File: config.mk
export PLATFORM = sky130hd
export DESIGN_NAME = cobra_prog_loader
export DESIGN_NICKNAME = d
export VERILOG_FILES = /design/src/rtl/cobra_prog_loader.sv
export SDC_FILE = /design/constraint.sdc
export NUM_CORES = 1
export LEC_CHECK = 0
export ABC_CLOCK_PERIOD_IN_PS = 4200
export BUFFER_PORTS_ARGS = -buffer_cell sky130_fd_sc_hd__buf_2
export CORE_ASPECT_RATIO = 1.2
export CORE_MARGIN = 2
export CORE_UTILIZATION = 40
export CTS_BUF_LIST = sky130_fd_sc_hd__clkbuf_8
export DETAILED_ROUTE_END_ITERATION = 10
export GPL_TIMING_DRIVEN = 0
export MAX_ROUTING_LAYER = met4
export PLACE_DENSITY = 0.66
export SLEW_MARGIN = 5
export SYNTH_ARGS = -nofsm -noshare
export SYNTH_HDL_FRONTEND = slang
export SYNTH_SLANG_ARGS = --single-unit
export TNS_END_PERCENT = 1
File: constraint.sdc
create_clock -name clk_i -period 4.2 [get_ports clk_i]
set_input_delay 0.63 -clock clk_i [delete_from_list [all_inputs] [get_ports clk_i]]
set_output_delay 0.63 -clock clk_i [all_outputs]
set_load 0.01 [all_outputs]
File: src/rtl/cobra_prog_loader.sv
// Fills CYBERcobra instruction memory from a framed byte stream
// (len lo, len hi, 4*len data bytes LSB first, XOR checksum), holding the core in reset meanwhile.
module cobra_prog_loader #(
    parameter int unsigned MEM_WORDS = 256,
    parameter logic [31:0] BASE_ADDR = 32'h0,
    parameter bit          BOOT_HOLD = 1'b1
) (
    input  logic        clk_i,
    input  logic        rst_i,
    input  logic        start_i,
    input  logic [7:0]  byte_i,
    input  logic        byte_valid_i,
    output logic        byte_ready_o,
    output logic        mem_we_o,
    output logic [31:0] mem_addr_o,
    output logic [31:0] mem_wd_o,
    output logic        cpu_rst_o,
    output logic        done_o,
    output logic        err_o,
    output logic [15:0] words_o
);

    // Handshake: a byte transfers on a rising edge where byte_valid_i && byte_ready_o;
    // byte_ready_o is a flop, high only while a frame is being parsed.
    typedef enum logic [2:0] {
        S_IDLE, S_LEN_LO, S_LEN_HI, S_DATA, S_CHECK, S_DONE, S_ERROR
    } state_t;

    state_t      state_q, state_n;
    logic        ready_q, ready_n;
    logic        accept, start_ok, len_bad, last_word;
    logic [7:0]  len_lo_q, xor_q;
    logic [15:0] len_q, len_full, words_q;
    logic [23:0] word_q;
    logic [1:0]  byte_idx_q;
    logic        mem_we_q, cpu_rst_q, done_q, err_q;
    logic [31:0] mem_addr_q, mem_wd_q;

    assign accept    = byte_valid_i && ready_q;
    assign start_ok  = start_i && (state_q inside {S_IDLE, S_DONE, S_ERROR});
    assign len_full  = {byte_i, len_lo_q};
    assign len_bad   = (len_full == 16'd0) || ({16'd0, len_full} > 32'(MEM_WORDS));
    assign last_word = (byte_idx_q == 2'd3) && ((words_q + 16'd1) == len_q);

    always_ff @(posedge clk_i) begin
        if (!rst_i) begin
            state_q <= S_IDLE;
            ready_q <= 1'b0;
        end else begin
            state_q <= state_n;
            ready_q <= ready_n;
        end
    end

    always_comb begin
        state_n = state_q;
        unique case (state_q)
            S_IDLE, S_DONE, S_ERROR: if (start_i) state_n = S_LEN_LO;
            S_LEN_LO: if (accept) state_n = S_LEN_HI;
            S_LEN_HI: if (accept) state_n = len_bad ? S_ERROR : S_DATA;
            S_DATA:   if (accept && last_word) state_n = S_CHECK;
            S_CHECK:  if (accept) state_n = (byte_i == xor_q) ? S_DONE : S_ERROR;
            default:  state_n = S_IDLE;
        endcase
        ready_n = state_n inside {S_LEN_LO, S_LEN_HI, S_DATA, S_CHECK};
    end

    always_ff @(posedge clk_i) begin
        if (!rst_i) begin
            mem_we_q   <= 1'b0;
            mem_addr_q <= 32'd0;
            mem_wd_q   <= 32'd0;
            cpu_rst_q  <= BOOT_HOLD;
            done_q     <= 1'b0;
            err_q      <= 1'b0;
            words_q    <= 16'd0;
            len_lo_q   <= 8'd0;
            len_q      <= 16'd0;
            xor_q      <= 8'd0;
            word_q     <= 24'd0;
            byte_idx_q <= 2'd0;
        end else begin
            mem_we_q <= 1'b0;
            if (start_ok) begin
                cpu_rst_q  <= 1'b1;
                done_q     <= 1'b0;
                err_q      <= 1'b0;
                words_q    <= 16'd0;
                xor_q      <= 8'd0;
                byte_idx_q <= 2'd0;
            end
            unique case (state_q)
                S_LEN_LO: if (accept) len_lo_q <= byte_i;
                S_LEN_HI: begin
                    if (accept) begin
                        len_q <= len_full;
                        if (len_bad) err_q <= 1'b1;
                    end
                end
                S_DATA: begin
                    if (accept) begin
                        xor_q      <= xor_q ^ byte_i;
                        byte_idx_q <= byte_idx_q + 2'd1;
                        unique case (byte_idx_q)
                            2'd0: word_q[7:0]   <= byte_i;
                            2'd1: word_q[15:8]  <= byte_i;
                            2'd2: word_q[23:16] <= byte_i;
                            default: begin
                                // Fourth lane completes the word: issue the write next cycle.
                                mem_wd_q   <= {byte_i, word_q};
                                mem_addr_q <= BASE_ADDR + {14'd0, words_q, 2'b00};
                                mem_we_q   <= 1'b1;
                                words_q    <= words_q + 16'd1;
                            end
                        endcase
                    end
                end
                S_CHECK: begin
                    if (accept) begin
                        if (byte_i == xor_q) begin
                            done_q    <= 1'b1;
                            cpu_rst_q <= 1'b0;
                        end else begin
                            err_q <= 1'b1;
                        end
                    end
                end
                default: ;
            endcase
        end
    end

    assign byte_ready_o = ready_q;
    assign mem_we_o     = mem_we_q;
    assign mem_addr_o   = mem_addr_q;
    assign mem_wd_o     = mem_wd_q;
    assign cpu_rst_o    = cpu_rst_q;
    assign done_o       = done_q;
    assign err_o        = err_q;
    assign words_o      = words_q;

endmodule

==> results by group <==
Status
  • Status: complete, no violations

Floorplan
  • Core Footprint: 14230 sq um
  • Die area: 15400 sq um
  • Die height: 135.5 um
  • I/O pin cnt: 97
  • Rows: 48
  • Die Wd: 113.6 um
  • Initial Util: 40.52%

Routing
  • WL final: 14510 um
  • DRC: 0
  • Initial DRT Pass Iterations: 5
  • Vias per Instance: 4.994
  • Via count: 5029
  • Routed Antenna Nets: 0
  • Initial DRC count: 261
  • WL per Instance: 14.41 um

Synth
  • Leading area contributor after synthesis: dfxtp_1
  • Sequential share of the synthesized area: 45.13%
  • Synth Instances: 708
  • Synth unique cells: 56
  • Synth area leaders: dfxtp_1 45%, nand2_1 8.5%, a21oi_1 6.9%
  • #FFs+latches synth: 130
  • Most frequent cells after synthesis: 130 x dfxtp_1, 130 x nand2_1, 91 x nor2_1, 80 x a21oi_1, 33 x mux2i_1
  • Avg Cell Area, Syn: 8.145 sq um
  • Number of synthesized flops with an enable pin: 0
  • Ys async rst share: 0%
  • Syn Std Cell Area: 5767 sq um
  • Synth warn: 0
  • Share of the synthesized area in the top cell type: 45.13%
  • Top_reg_cell synth: dfxtp_1

Worst setup path
  • Delay of the slowest critical-path stage: 530 ps
  • Slowest stage cell, crit path: nor3_1
  • Critical path type: reg -> reg
  • Crit path launch type: register
  • CP required: 4530 ps
  • Crit path buf inv count: 0
  • Cell family with most CP delay: simple AND/OR/NAND/NOR gates
  • Critical Path Sink Type: register
  • Cells along the critical path: ha_1 -> nand3_1 -> nor3_1 -> a32o_1 -> o2111ai_2 -> nor4_2 -> o221ai_1 -> and3_1
  • Crit Path Max Fanout: 9
  • Worst Path Arrival: 3270 ps

CTS
  • Cts bufs inserted: 17
  • Clk buf depth: 2
  • CTS root buf: clkbuf_8
  • # hold bufs at CTS: 0
  • Clk_lat worst skew: 440 ps
  • H-tree lvl count: 4
  • Clk sink count: 130
  • CTS tree: yes
  • Post-CTS resize count: 0
  • Post-CTS setup buffers: 0
  • Reg clk slew, reported paths: 80 ps

Placed design
  • Final RePlAce weighted congestion: 0.8908
  • Hpwl dp: 10460 um
  • Placed insts: 975
  • # port buffers: 77

Global routing
  • Pin count of the biggest net entering global routing: 17
  • Global-route wire length before repair: 23090 um
  • Total grt overflow: 0
  • Initial antenna violation count: 0
  • Overall Global Routing Usage: 19.66%
  • Vias in the first global route: 4602

Timing
  • Fin crit period: 2934 ps
  • Fin crit share: 69.87%
  • TNS Setup: 0 ps
  • Slew at the pin closest to its max-slew limit: 894.3 ps
  • Final setup violation count: 0
  • Final Max Slew Viols: 0
  • Final-report hold violation count: 0
  • RSZ-0062 raised after global routing: no
  • Rel. slew slack: 40.06%
  • Worst Skew: 9.460 ps
  • Max Fclk: 340.8 MHz

Cells and area
  • Cell Count, Final, Fillers Out: 1007
  • Multi-input combinational cell area: 2785 sq um
  • Fraction of layout cells with a size suffix above 1: 17.43%
  • Final core utilization: 48.23%
  • Nets: 837
  • Layout area overhead: 19.05%
  • FF/Latch Area: 2603 sq um
  • Fill count: 1430
  • Inserted Diodes: 0

Power
  • Pwr dens: 379.0 nW/um^2
  • Leak: 0.002854 uW
  • VDD IR-drop max: 0.0002049 V
  • Total power: 2602 uW

Min path
  • Worst hold-check path type: in -> reg

Flow run
  • Max cap viols: 0
==> worst paths after layout <==
path                            slack (ps)  cells past startpoint           start              to
worst max-delay path                  1270                      8      words_o[0]      state_q[1]
worst min-delay path                   420                      2           rst_i       cpu_rst_o
worst max register to register        1270                      8      words_o[0]      state_q[1]
worst min register to register         450                      2  mem_addr_o[16]  mem_addr_o[16]
==> metrics by stage <==
| step | instance area (sq um) | setup WS (ps) | hold WS, ps |
|---|---|---|---|
| 3_5_place_dp | 6427 | 1326 | 443.2 |
| 6_report | 6865 | 1266 | 416.7 |
| 5_1_grt | 6865 | 1085 | 389.4 |
| 4_1_cts | 6865 | 1297 | 388.8 |
| 2_1_floorplan | 5823 | 1766 | 431.5 |
| 3_3_place_gp | 6427 | 1296 | 439.1 |
==> worst reg2reg max path: stages (launching register included) <==
cell	delay [ps]
dfxtp_1	500
ha_1	310
nand3_1	270
nor3_1	530
a32o_1	280
o2111ai_2	160
nor4_2	420
o221ai_1	180
and3_1	180
==> routing by layer <==
layer,share of wire [%],track usage [%]
met1,45,23.18
met3,4.3,4.743
met5,0,-
met2,50,33.13
met4,1.2,6.301
==> cells by family (layout without fill, tap and decap cells) <==
logic type / Yosys count / in the layout / share of synthesized area (%)
AOI/OAI and AO/OA: 142 / 142 / 14.23
xor gates and xnor gates: 26 / 26 / 3.949
adders and majority gates: 7 / 7 / 1.475
buffers and inverters: 80 / 189 / 7.550
DFF: 130 / 130 / 45.13
muxes: 34 / 34 / 5.923
other: 1 / 16 / 0.06503
and+or+nand+nor: 288 / 288 / 21.68
==> sequential cells by signal, summed over array words and instances, names as in the netlist <==
signal,count
len_q,16
xor_q,8
len_lo_q,8
byte_idx_q,2
state_q,3
done_o,1
mem_wd_o,32
err_o,1
byte_ready_o,1
mem_addr_o,16
cpu_rst_o,1
mem_we_o,1
words_o,16
word_q,24
==> final cells by class <==
type,count,share of cell area (%)
Timing Repair Buffer,77,5.613
Clock inverter,12,2.369
Buffer,65,5.522
Inverter,15,0.8201
Clock buffer,20,4.009
Sequential cell,130,37.91
Tap cell,175,3.189
Multi-Input combinational cell,513,40.57
==> layout by cell type (no fill, tap or decap), types with 5 or more instances in the layout <==
cell type  count
a21oi_1       80
conb_1        16
clkbuf_8      21
a31oi_1        5
nand2_1      130
nor2b_1       11
nand3_1       12
o21ai_0       25
xor2_1        13
mux2i_1       33
nor3_1         9
a22oi_1        8
o31ai_1        5
buf_4         21
inv_1         18
clkbuf_1      28
nor4_1        10
ha_1           6
nor2_1        91
dfxtp_1      130
buf_2         83
nand4_1        5
xnor2_1       13
==> power breakdown <==
part	switching (uW)	internal, uW
Combinational	118	64.4
Sequential	7.00	1240
Clock	484	687
(Power assumes the default switching activity.)
